[config.mk]
export PLATFORM = sky130hd
export DESIGN_NAME = decode_read
export DESIGN_NICKNAME = d
export VERILOG_FILES = /design/src/rtl/decode_pkg.sv /design/src/rtl/decode_read.sv
export SDC_FILE = /design/constraint.sdc
export NUM_CORES = 1
export LEC_CHECK = 0
export BUFFER_PORTS_ARGS = -buffer_cell sky130_fd_sc_hd__buf_2
export CELL_PAD_IN_SITES_DETAIL_PLACEMENT = 1
export CELL_PAD_IN_SITES_GLOBAL_PLACEMENT = 1
export CORE_MARGIN = 1
export CORE_UTILIZATION = 30
export DETAILED_ROUTE_END_ITERATION = 12
export GPL_ROUTABILITY_DRIVEN = 0
export GPL_TIMING_DRIVEN = 0
export PLACE_DENSITY_LB_ADDON = 0.3
export SLEW_MARGIN = 20
export SYNTH_ARGS = -nofsm -noshare
export SYNTH_HDL_FRONTEND = slang
export SYNTH_SLANG_ARGS = --single-unit
[constraint.sdc]
create_clock -name clk -period 4.4 [get_ports clk]
set_clock_uncertainty 0.2 [all_clocks]
set_input_delay 0.88 -clock clk [delete_from_list [all_inputs] [get_ports clk]]
set_output_delay 0.88 -clock clk [all_outputs]
set_load 0.01 [all_outputs]
[src/rtl/decode_pkg.sv]
// Shared decode definitions: RV32 base opcodes, instruction field bit
// positions and the decode/read state encoding. Execute units import the
// same opcode constants so every stage agrees on the instruction classes.
package decode_pkg;

    localparam logic [6:0] OP       = 7'b0110011;
    localparam logic [6:0] OP_IMM   = 7'b0010011;
    localparam logic [6:0] LOAD     = 7'b0000011;
    localparam logic [6:0] STORE    = 7'b0100011;
    localparam logic [6:0] BRANCH   = 7'b1100011;
    localparam logic [6:0] JAL      = 7'b1101111;
    localparam logic [6:0] JALR     = 7'b1100111;
    localparam logic [6:0] LUI      = 7'b0110111;
    localparam logic [6:0] AUIPC    = 7'b0010111;
    localparam logic [6:0] MISC_MEM = 7'b0001111;
    localparam logic [6:0] SYSTEM   = 7'b1110011;

    localparam int OPCODE_LSB = 0;
    localparam int OPCODE_MSB = 6;
    localparam int RD_LSB     = 7;
    localparam int RD_MSB     = 11;
    localparam int FUNCT3_LSB = 12;
    localparam int FUNCT3_MSB = 14;
    localparam int RS1_LSB    = 15;
    localparam int RS1_MSB    = 19;
    localparam int RS2_LSB    = 20;
    localparam int RS2_MSB    = 24;
    localparam int FUNCT7_LSB = 25;
    localparam int FUNCT7_MSB = 31;

    typedef enum logic [1:0] {
        IDLE = 2'd0,
        READ = 2'd1,
        HOLD = 2'd2
    } state_t;

    // True for the opcodes this core implements.
    function automatic logic is_legal_opcode(input logic [6:0] opc);
        case (opc)
            OP, OP_IMM, LOAD, STORE, BRANCH, JAL, JALR,
            LUI, AUIPC, MISC_MEM, SYSTEM: is_legal_opcode = 1'b1;
            default:                      is_legal_opcode = 1'b0;
        endcase
    endfunction

endpackage

[src/rtl/decode_read.sv]
// decode_read: front of the execute path. Accepts one fetched instruction,
// splits it into fields, reads both source registers from the synchronous
// register file and holds everything stable with read_valid high until the
// execute units report completion (exec_valid) or a flush arrives.
//
// Ports:
//   clk, reset                 clock, synchronous active-high reset
//   fetch_valid/inst/pc/ready  fetch handshake (transfer on valid && ready)
//   rs1_addr, rs2_addr         register file read addresses
//   rs1_data, rs2_data         register file data, one cycle after address
//   decode_*                   latched instruction fields, word and PC
//   rs1_val, rs2_val           captured operands (x0 reads as 0)
//   read_valid                 fields and operands valid for execute
//   exec_valid                 execute units done, instruction retires
//   flush                      discard the current instruction
//   illegal_inst               (DECODE_ILLEGAL_CHECK_EN only) unknown opcode
//
// Optional feature: define DECODE_ILLEGAL_CHECK_EN to flag unknown opcodes.
// A flagged instruction parks in HOLD without read_valid until flush/reset.
module decode_read
    import decode_pkg::*;
#(
    parameter int XLEN       = 32,
    parameter int REG_ADDR_W = 5
) (
    input  logic                  clk,
    input  logic                  reset,
    input  logic                  fetch_valid,
    input  logic [31:0]           fetch_inst,
    input  logic [XLEN-1:0]       fetch_pc,
    output logic                  fetch_ready,
    output logic [REG_ADDR_W-1:0] rs1_addr,
    output logic [REG_ADDR_W-1:0] rs2_addr,
    input  logic [XLEN-1:0]       rs1_data,
    input  logic [XLEN-1:0]       rs2_data,
    output logic [6:0]            decode_opcode,
    output logic [2:0]            decode_funct3,
    output logic [6:0]            decode_funct7,
    output logic [REG_ADDR_W-1:0] decode_rd,
    output logic [31:0]           decode_inst,
    output logic [XLEN-1:0]       decode_pc,
    output logic [XLEN-1:0]       rs1_val,
    output logic [XLEN-1:0]       rs2_val,
    output logic                  read_valid,
`ifdef DECODE_ILLEGAL_CHECK_EN
    output logic                  illegal_inst,
`endif
    input  logic                  exec_valid,
    input  logic                  flush
);

    state_t                state, state_nxt;
    logic [31:0]           inst_p0;
    logic [XLEN-1:0]       pc_p0;
    logic [XLEN-1:0]       rs1_val_p1;
    logic [XLEN-1:0]       rs2_val_p1;
    logic                  accept;
    logic                  hold_lock;
    logic [REG_ADDR_W-1:0] rs1_idx;
    logic [REG_ADDR_W-1:0] rs2_idx;

    assign fetch_ready = (state == IDLE) && !reset;
    // A fetch presented together with flush is dropped.
    assign accept      = fetch_valid && fetch_ready && !flush;

    assign rs1_idx = inst_p0[RS1_MSB:RS1_LSB];
    assign rs2_idx = inst_p0[RS2_MSB:RS2_LSB];

    // In IDLE the RAM sees the incoming instruction so the data is ready
    // during READ; afterwards the latched copy keeps the address stable.
    always_comb begin
        rs1_addr = '0;
        rs2_addr = '0;
        if (!reset) begin
            if (state == IDLE) begin
                rs1_addr = fetch_inst[RS1_MSB:RS1_LSB];
                rs2_addr = fetch_inst[RS2_MSB:RS2_LSB];
            end else begin
                rs1_addr = rs1_idx;
                rs2_addr = rs2_idx;
            end
        end
    end

`ifdef DECODE_ILLEGAL_CHECK_EN
    logic illegal_q;

    always_ff @(posedge clk) begin
        if (reset) begin
            illegal_q <= 1'b0;
        end else if (state_nxt == IDLE) begin
            illegal_q <= 1'b0;
        end else if (state == READ) begin
            illegal_q <= !is_legal_opcode(inst_p0[OPCODE_MSB:OPCODE_LSB]) ||
                         (inst_p0[1:0] != 2'b11);
        end
    end

    assign hold_lock    = illegal_q;
    assign illegal_inst = illegal_q;
`else
    assign hold_lock = 1'b0;
`endif

    always_comb begin
        state_nxt = state;
        case (state)
            IDLE:    if (accept) state_nxt = READ;
            READ:    state_nxt = HOLD;
            HOLD:    if (exec_valid && !hold_lock) state_nxt = IDLE;
            default: state_nxt = IDLE;
        endcase
        if (flush) state_nxt = IDLE;
    end

    always_ff @(posedge clk) begin
        if (reset) begin
            state <= IDLE;
        end else begin
            state <= state_nxt;
        end
    end

    // Stage p0: instruction and PC latched on acceptance
    always_ff @(posedge clk) begin
        if (reset) begin
            inst_p0 <= '0;
            pc_p0   <= '0;
        end else if (accept) begin
            inst_p0 <= fetch_inst;
            pc_p0   <= fetch_pc;
        end
    end

    // Stage p1: operands captured at the end of READ
    always_ff @(posedge clk) begin
        if (reset) begin
            rs1_val_p1 <= '0;
            rs2_val_p1 <= '0;
        end else if (state == READ) begin
            rs1_val_p1 <= (rs1_idx == '0) ? '0 : rs1_data;
            rs2_val_p1 <= (rs2_idx == '0) ? '0 : rs2_data;
        end
    end

    assign decode_opcode = inst_p0[OPCODE_MSB:OPCODE_LSB];
    assign decode_funct3 = inst_p0[FUNCT3_MSB:FUNCT3_LSB];
    assign decode_funct7 = inst_p0[FUNCT7_MSB:FUNCT7_LSB];
    assign decode_rd     = inst_p0[RD_MSB:RD_LSB];
    assign decode_inst   = inst_p0;
    assign decode_pc     = pc_p0;
    assign rs1_val       = rs1_val_p1;
    assign rs2_val       = rs2_val_p1;
    assign read_valid    = (state == HOLD) && !hold_lock && !reset;

endmodule

# Yosys cells after proc, flatten, opt, wreduce, memory -nomap -nowiden
# Cells that the tools add are included.
dict set report op_classes {
  n_eq_ne 4
  mux 9
  n_reduce_logical 11
}
# op count
set op_table {}
lappend op_table {{$mux W32} 2}
lappend op_table {{$mux W5} 4}
lappend op_table {{$logic_not A5 Y1} 2}
lappend op_table {{$pmux W2 S3} 1}
lappend op_table {{$logic_and A1 B1 Y1} 4}
lappend op_table {{$mux W2} 2}
lappend op_table {{$ne A2 B2 Y1 const B} 2}
lappend op_table {{$eq A2 B1 Y1 const B} 1}
lappend op_table {{$eq A2 B2 Y1 const B} 1}
lappend op_table {{$logic_not A1 Y1} 2}
lappend op_table {{$logic_not A2 Y1} 1}
lappend op_table {{$reduce_and A2 Y1} 1}
lappend op_table {{$reduce_or A2 Y1} 1}
dict set report word_totals {
  reg_bits 130
  input_bits 133
  output_inout_bits 162
  wordCells 29
}

# Logic depth before layout (Yosys ltp)
# Gate-level depths: netlist of the first run.
dict set report depth {
  word_depth 6
  depth_mapped 6
  ltp_nobuf 3
}

# Least setup slack after synthesis of the first run
# Ideal clock, no wire load.
dict set report synth_timing {
  kind {input to output}
  startpoint {input reset}
  endpoint {output fetch_ready}
  arrival_ns 1.818
  required_ns 3.320
  setup_slack_ns 1.502
  path_stages 5
  path_buffers 4
  path_cell_list {buf_2 clkbuf_1 buf_2 clkbuf_1 nor2_1}
}
dict set report synth_between {
  elab_chain_len 2
}
# item line_no
set synth_lines {}
lappend synth_lines {{start, declared} decode_read.sv:27} ;# input logic reset,
lappend synth_lines {{$logic_not A1 Y1} decode_read.sv:62} ;# assign fetch_ready = (state == IDLE) && !reset;
lappend synth_lines {{$logic_and A1 B1 Y1} decode_read.sv:62}
lappend synth_lines {{end, declared} decode_read.sv:31} ;# output logic fetch_ready,
# Every way passes these cells.

# Final worst setup path of the first run
# Same ends and word-level chain as after synthesis.

==> impl_metrics.csv, run 1 <==
group,metric,value,unit
run_status,outcome,"completed",
finish,drive_gt1_share,46.1,%
setup_path,endpoint_kind,"primary output",
sta,tns,0,ns
floorplan,die_x,129,µm
place,io_buffers,293,
synth,ys_types,23,
setup_path,r2r_start,"state[0]$_SDFFE_PP0P_",
finish,fill_cells,1919,
cts,postCtsHoldBufs,0,
setup_path,ff2ff_path_depth,4,
sta,slew_headroom,46.9,%
sta,hold_viol,0,
cts,post_cts_resized,0,
synth,synth_top_cell_by_area,"dfxtp_1",
synth,synth_area,4850,µm²
drt,via_count,4968,
setup_path,cp-start-kind,"primary input",
place,dpl_worst_slack,0.749,ns
finish,finalNetCount,942,
finish,most-common-layout-cells,"314 x buf_2, 130 x dfxtp_1, 64 x a22o_1",
setup_path,worst_ep_required_time,3.32,ns
sta,rsz0062_at_grt,"no",
setup_path,cp_max_fo,10,
cts,cts_setup_buffers,0,
setup_path,critical-path-max-stage-delay,0.46,ns
cts,clk_pin_slew,0.06,ns
drt,detail_route.wl_per_cell,17.1,µm
cts,clockBufferDepth,2,
sta,fin_crit,3.56,ns
worst_hold_path,hold_depth,2,
synth,avgSynthCellArea,9.76,µm²
sta,worst_pin_slew,0.794,ns
floorplan,io_pins,295,
synth,yosys.area.top_type_share,53.6,%
drt,detail-route-antenna-nets,0,
drt,dr.pass1.iters,4,
global_routing,first_global_vias,5109,
floorplan,start_util,30.6,%
sta,period_share,81.0,%
cts,h-tree-depth,4,
cts,cts_tree,"yes",
finish,area_growth,49.6,%
global_routing,grt_pass1_wl,27.3,mm
synth,yosysWarnings,0,
worst_hold_path,hold_path.startpoint,"decode_pc[27]$_SDFFE_PP0P_",
drt,drcViolationCount,0,
sta,setup_ws,0.836,ns
setup_path,crit_chain,"buf_2 -> clkbuf_1 -> buf_2 -> clkbuf_1 -> nor2_1 -> buf_2",
floorplan,die_h,129,µm
synth,synth_seq_cells,130,
synth,syn_inst,497,
synth,synth_nets,630,
pwr,max-vdd-ir-drop,251,µV
floorplan,core-area,15800,µm²
worst_hold_path,hp-class,"flop to flop",
sta,finalSetupViolCount,0,
drt,drt_iter0_drc,145,
finish,final_cell_area,7260,µm²
cts,root_buffer,"clkbuf_16",
synth,synth.area.top_cells,"dfxtp_1 54%, a22o_1 12%, nand2b_1 8.0%, nand3_1 6.5%, o21ai_1 6.4%",
floorplan,dieArea,16700,µm²
floorplan,row_count,46,
setup_path,startpoint,"reset",
pwr,p_per_area,434,nW/µm²
setup_path,slowest_stage,"clkbuf_1",
cts,clk_latency,0.40,ns
setup_path,critical_path_class,"primary input to primary output",
drt,drt_wl_total,17.7,mm
global_routing,antenna_found_initial,1,
cts,clkSinkCount,130,
pwr,total_leakage_power,3.59,nW
setup_path,worstPathArrival,2.48,ns
sta,max_freq,281,MHz
setup_path,cpMostUsedCell,"buf_2",
synth,seq_area_frac_synth,53.6,%
place,place_area,6590,µm²
sta,drv_slew,0,
global_routing,grt_start_max_net_pins,17,
drt,viasPerCell,4.78,
finish,final_common_cell,"buf_2",
job,drv_cap,0,
place,dpl.hpwl,13.5,mm
global_routing,globalRouteOverflowTotal,0,
global_routing,track_usage,21.1,%
cts,cts_buffers,17,
worst paths after layout:
check             slack (ns)                    endpoint
setup / recovery        0.84                 fetch_ready
hold / removal          0.27  decode_pc[27]$_SDFFE_PP0P_
setup reg to reg        2.49    rs1_val[15]$_SDFFE_PP0N_
hold reg to reg         0.27  decode_pc[27]$_SDFFE_PP0P_
synthesized netlist by cell type:
library cell and instances:
or3b_4 1, inv_1 2, nand3_1 63, clkbuf_1 15, a21oi_4 2, a22o_1 64, dfxtp_1 130, nor2b_1 1
nand4b_1 1, o31ai_1 2, nor4_1 3, and2_1 1, buf_2 21, a21oi_1 10, or2_2 1, o21ai_1 62
buf_6 6, nand2_1 20, buf_4 23, nand2b_1 62, nor2_1 4, nor3_1 1, nor3b_1 2
critical path, delay by kind of cell:
family / cells / cell delay [ns]
buf+inv: 5 / 1.49
simple gates: 1 / 0.11
sequential cells by signal, indices dropped and copies added (netlist names):
signal       count
rs1_val         32
decode_inst     32
decode_pc       32
rs2_val         32
state            2
routing by layer:
layer  track usage (%)  share of wire [%]  up-vias
met5                 0                  0        -
li1                  -                  -     2359
met4              5.67               0.89        0
met2              37.5                 50      203
met3              7.14                8.8       12
met1              24.1                 40     2394
power breakdown:
group | switching [mW] | internal (mW) | leakage (nW)
registers | 0.0301 | 1.22 | 1.06
logic | 0.171 | 0.144 | 2.21
clock network | 0.548 | 1.03 | 0.323
cell type report:
| class | count | area [µm²] | share of cell area [%] |
|---|---|---|---|
| plain buffers | 65 | 402 | 5.54 |
| diodes | 1 | 2.50 | 0.0345 |
| repair buffers | 293 | 1470 | 20.2 |
| clock buffers | 18 | 439 | 6.05 |
| multi-input cells | 300 | 1840 | 25.3 |
| well taps | 216 | 270 | 3.72 |
| inverters | 2 | 7.51 | 0.103 |
| clock inverters | 14 | 226 | 3.12 |
| flip-flops and latches | 130 | 2600 | 35.9 |
metrics by stage:
stage,std cells,hold slack (ns),total power [mW],util [%]
global placement,1006,0.249,1.59,41.6
floorplan,497,0.286,1.43,-
CTS,1038,0.270,3.19,45.8
global route,1038,0.283,3.28,45.8
detailed placement,1006,0.259,1.60,41.6
finish,1039,0.266,3.15,45.8
cells by family after synthesis:
family | share of synthesized area [%]
buffers and inverters | 8.43
flip-flops | 53.6
AO/OA/AOI/OAI | 20.0
AND/OR/NAND/NOR | 18.0
Power figures use the tool's default switching activity.
==> run 2, diff against run 1 <==
CORE_UTILIZATION = 27   (was 30)
clock period = 3 ns   (was 4.4 ns; I/O delays follow)
==> impl_metrics.csv, run 2 (same netlist as run 1, synthesis figures left out) <==
group,metric,value,unit
cts,root_buffer,"clkbuf_16",
drt,drcViolationCount,0,
pwr,max-vdd-ir-drop,343,µV
setup_path,regToRegSetupSlack,1.00,ns
sta,finalSetupViolCount,0,
sta,worst_pin_slew,0.942,ns
setup_path,worst_ep_required_time,2.20,ns
drt,drt_iter0_drc,127,
drt,dr.pass1.iters,4,
sta,drv_slew,0,
drt,detail-route-antenna-nets,0,
cts,clk_pin_slew,0.06,ns
cts,h-tree-depth,4,
global_routing,antenna_found_initial,1,
setup_path,critical_path_class,"flop to primary output",
global_routing,grt_start_max_net_pins,17,
cts,clkSinkCount,130,
global_routing,first_global_vias,4863,
floorplan,die_h,136,µm
setup_path,r2r_start,"state[1]$_SDFFE_PP0P_",
floorplan,die_x,136,µm
setup_path,reg2reg_to,"rs2_val[26]$_SDFFE_PP0N_",
setup_path,worstPathArrival,1.96,ns
finish,area_growth,48.1,%
drt,viasPerCell,4.61,
sta,tns,0,ns
setup_path,cp_max_fo,10,
floorplan,row_count,48,
setup_path,crit_chain,"nor2_1 -> nand2_1 -> a21oi_1 -> buf_2",
sta,period_share,92.0,%
setup_path,endpoint_kind,"primary output",
floorplan,io_pins,295,
finish,drive_gt1_share,46.2,%
sta,rsz0062_at_grt,"no",
setup_path,critical-path-max-stage-delay,0.75,ns
place,dpl.hpwl,13.1,mm
sta,hold_viol,0,
setup_path,ff2ff_path_depth,4,
cts,cts_buffers,17,
setup_path,startpoint,"state[1]$_SDFFE_PP0P_",
finish,finalNetCount,941,
sta,max_freq,362,MHz
global_routing,globalRouteOverflowTotal,0,
floorplan,core-area,17400,µm²
finish,most-common-layout-cells,"314 x buf_2, 130 x dfxtp_1, 64 x a22o_1",
setup_path,endpoint,"rs1_addr[2]",
finish,fill_cells,2117,
floorplan,start_util,27.9,%
finish,final_common_cell,"buf_2",
sta,slew_headroom,37.0,%
worst_hold_path,hp-class,"primary input to flop",
pwr,total_leakage_power,3.55,nW
cts,postCtsHoldBufs,0,
global_routing,track_usage,18.8,%
job,drv_cap,0,
cts,clockBufferDepth,2,
setup_path,crit_family,"simple AND/OR/NAND/NOR gates",
pwr,p_per_area,605,nW/µm²
run_status,outcome,"completed",
finish,register_area,2600,µm²
setup_path,cp-start-kind,"flop",
drt,detail_route.wl_per_cell,16.7,µm
cts,cts_tree,"yes",
sta,whs,0.166,ns
finish,multiInputGateArea,1840,µm²
floorplan,dieArea,18500,µm²
drt,via_count,4831,
cts,clk_latency,0.41,ns
setup_path,slowest_stage,"nor2_1",
setup_path,cp.depth,4,
place,io_buffers,293,
global_routing,grt_pass1_wl,26.5,mm
setup_path,cp_num_buf_inv,1,
sta,fin_crit,2.76,ns
drt,drt_wl_total,17.5,mm
## run 2: changes by cell type in the layout (fill, tap and decap cells not counted), sizes merged
cell      change
clkbuf        -1
inv           +1
clkinvlp      +1
bufinv        -3
clkinv        +1
## run 2: how the worst min path moves through the flow
stage / start / to / slack [ns] / depth (start not counted)
floorplan: decode_pc[0]$_SDFFE_PP0P_ / decode_pc[0]$_SDFFE_PP0P_ / 0.29 / 2
global placement: decode_pc[0]$_SDFFE_PP0P_ / decode_pc[0]$_SDFFE_PP0P_ / 0.25 / 2
detailed placement: decode_pc[31]$_SDFFE_PP0P_ / decode_pc[31]$_SDFFE_PP0P_ / 0.26 / 2
CTS: flush / state[1]$_SDFFE_PP0P_ / 0.15 / 2
global route: flush / state[1]$_SDFFE_PP0P_ / 0.17 / 2
finish: flush / state[1]$_SDFFE_PP0P_ / 0.17 / 2
## run 2: metal layers
| layer | wire length, µm | track usage [%] | vias up |
|---|---|---|---|
| li1 | - | - | 2355 |
| met1 | 7310 | 21.7 | 2276 |
| met2 | 8410 | 32.3 | 185 |
| met3 | 1570 | 6.75 | 15 |
| met4 | 180 | 5.37 | 0 |
| met5 | 0 | 0 | - |
## run 2: timing repair
item	CTS	global route
setup endpoints to repair	10	10
pin swaps	0	0
setup buffers	0	0
gates resized for setup	1	0
## run 2: area by class of cell
cell class,instances,share of cell area [%]
diodes,1,0.0348
repair buffers,293,20.4
multi-input cells,300,25.6
clock inverters,14,2.14
well taps,225,3.92
clock buffers,18,5.98
inverters,2,0.105
plain buffers,64,5.56
flip-flops and latches,130,36.2
## run 2: stage by stage
| step | setup WS [ns] | utilization [%] | area, µm² | power, mW | std cells |
|---|---|---|---|---|---|
| 5_1_grt | 0.0336 | 41.2 | 7180 | 4.54 | 1046 |
| 6_report | 0.240 | 41.2 | 7180 | 4.35 | 1047 |
| 2_1_floorplan | 0.662 | - | 4850 | 2.09 | 497 |
| 4_1_cts | 0.00634 | 41.2 | 7180 | 4.42 | 1047 |
| 3_5_place_dp | -0.245 | 37.9 | 6600 | 2.34 | 1015 |
| 3_3_place_gp | -0.185 | 37.9 | 6600 | 2.33 | 1015 |
## run 2: where the power goes
group / leakage, nW / switching, mW / internal (mW)
clock: 0.283 / 0.817 / 1.24
sequential: 1.06 / 0.0439 / 1.79
combinational: 2.21 / 0.246 / 0.211
total: 3.55 / 1.11 / 3.24
## run 2: worst reg2reg max path, cell delays in order (launching register included)
cell,delay [ns]
dfxtp_1,0.43
nor2b_1,0.09
nor2_1,0.65
buf_2,0.38
a22o_1,0.19
==> run 3, diff against run 2 <==
PLACE_DENSITY_LB_ADDON = 0.1   (was 0.3)
==> impl_metrics.csv, run 3 (same netlist as run 1, synthesis figures left out) <==
group,metric,value,unit
run_status,outcome,"completed",
global_routing,antenna_found_initial,2,
sta,drv_slew,0,
pwr,p_per_area,605,nW/µm²
cts,cts_buffers,17,
setup_path,crit_chain,"buf_2 -> clkbuf_1 -> buf_2 -> nor2_1 -> buf_2",
cts,post_cts_resized,0,
drt,detail-route-antenna-nets,0,
setup_path,slowest_stage,"buf_2",
global_routing,globalRouteOverflowTotal,0,
place,dpl.hpwl,13.3,mm
setup_path,ff2ff_path_depth,4,
floorplan,row_count,48,
drt,drcViolationCount,0,
global_routing,busiest_layer,"met2",
sta,fin_crit,2.69,ns
sta,slew_headroom,46.0,%
finish,final_common_cell,"buf_2",
sta,rsz0062_at_grt,"no",
setup_path,worst_ep_required_time,2.20,ns
finish,drive_gt1_share,46.0,%
floorplan,die_x,136,µm
cts,clkSinkCount,130,
place,dpl_worst_slack,-0.0900,ns
sta,tns,0,ns
cts,h-tree-depth,4,
cts,postCtsHoldBufs,0,
setup_path,endpoint_kind,"primary output",
job,drv_cap,0,
global_routing,grt_util_met2,30.9,%
cts,clockBufferDepth,2,
setup_path,cpMostUsedCell,"buf_2",
drt,drt_iter0_drc,152,
drt,drt_wl_total,17.3,mm
setup_path,critical-path-max-stage-delay,0.43,ns
sta,worst_pin_slew,0.807,ns
worst_hold_path,hp-class,"primary input to flop",
floorplan,dieArea,18500,µm²
finish,fin_util,41.2,%
global_routing,grt_use_met3,6.04,%
floorplan,io_pins,295,
setup_path,cp-start-kind,"primary input",
setup_path,cp.depth,5,
finish,most-common-layout-cells,"314 x buf_2, 130 x dfxtp_1, 64 x a22o_1",
place,io_buffers,293,
global_routing,grt_start_max_net_pins,20,
setup_path,cp_num_buf_inv,4,
sta,setup_ws,0.312,ns
global_routing,first_global_vias,4899,
drt,dr.pass1.iters,4,
finish,finalNetCount,941,
sta,max_freq,372,MHz
drt,detail_route.wl_per_cell,16.5,µm
setup_path,crit_family,"buffers and inverters",
pwr,max-vdd-ir-drop,360,µV
global_routing,grt_util_met1,22.3,%
sta,period_share,89.6,%
drt,viasPerCell,4.66,
cts,cts_tree,"yes",
global_routing,grt_pass1_wl,26.5,mm
cts,root_buffer,"clkbuf_16",
sta,hold_viol,0,
drt,via_count,4866,
floorplan,core-area,17400,µm²
pwr,total_leakage_power,3.54,nW
floorplan,die_h,136,µm
finish,area_growth,48.0,%
setup_path,worstPathArrival,1.89,ns
setup_path,critical_path_class,"primary input to primary output",
worst_hold_path,hold_depth,2,
cts,cts_setup_buffers,0,
cts,clk_latency,0.42,ns
cts,clk_pin_slew,0.05,ns
sta,finalSetupViolCount,0,
global_routing,track_usage,18.7,%
setup_path,cp_max_fo,19,
floorplan,start_util,27.9,%
[run 3: metrics by stage]
| step | std cells | power, mW | hold slack [ns] | cell area [µm²] |
|---|---|---|---|---|
| floorplan | 497 | 2.09 | 0.286 | 4850 |
| global placement | 1015 | 2.33 | 0.249 | 6600 |
| detailed placement | 1015 | 2.34 | 0.256 | 6600 |
| CTS | 1044 | 4.41 | 0.147 | 7180 |
| global route | 1045 | 4.53 | 0.153 | 7180 |
| finish | 1045 | 4.34 | 0.163 | 7180 |
[run 3: path summary, 6_finish.rpt]
check / from / to / slack [ns]
max: reset / fetch_ready / 0.31
min: flush / state[1]$_SDFFE_PP0P_ / 0.16
max reg2reg: state[0]$_SDFFE_PP0P_ / rs1_val[21]$_SDFFE_PP0N_ / 1.09
min reg2reg: decode_pc[22]$_SDFFE_PP0P_ / decode_pc[22]$_SDFFE_PP0P_ / 0.26
[run 3: power by group]
| group | internal (mW) | switching [mW] | total, mW |
|---|---|---|---|
| combinational | 0.211 | 0.245 | 0.456 |
| clock | 1.26 | 0.788 | 2.05 |
| sequential | 1.79 | 0.0423 | 1.84 |
[run 3: worst register-to-register path, delay by kind of cell (launching register included)]
family / cells / cell delay (ns)
and+or+nand+nor: 2 / 0.76
DFF: 1 / 0.35
AOI/OAI and AO/OA: 1 / 0.18
buffers and inverters: 1 / 0.37
[run 3: layout make-up]
type	count	area, µm²
Antenna cell	1	2.50
Buffer	64	398
Clock buffer	19	453
Clock inverter	11	128
Fill cell	2108	10200
Inverter	2	7.51
Multi-Input combinational cell	300	1840
Sequential cell	130	2600
Tap cell	225	282
Timing Repair Buffer	293	1470
[run 3: per-layer routing]
metal | wire length [µm] | part of all wire [%]
met4 | 335 | 1.9
met3 | 1410 | 8.1
met1 | 7260 | 42
met5 | 16 | 0.093
met2 | 8270 | 48
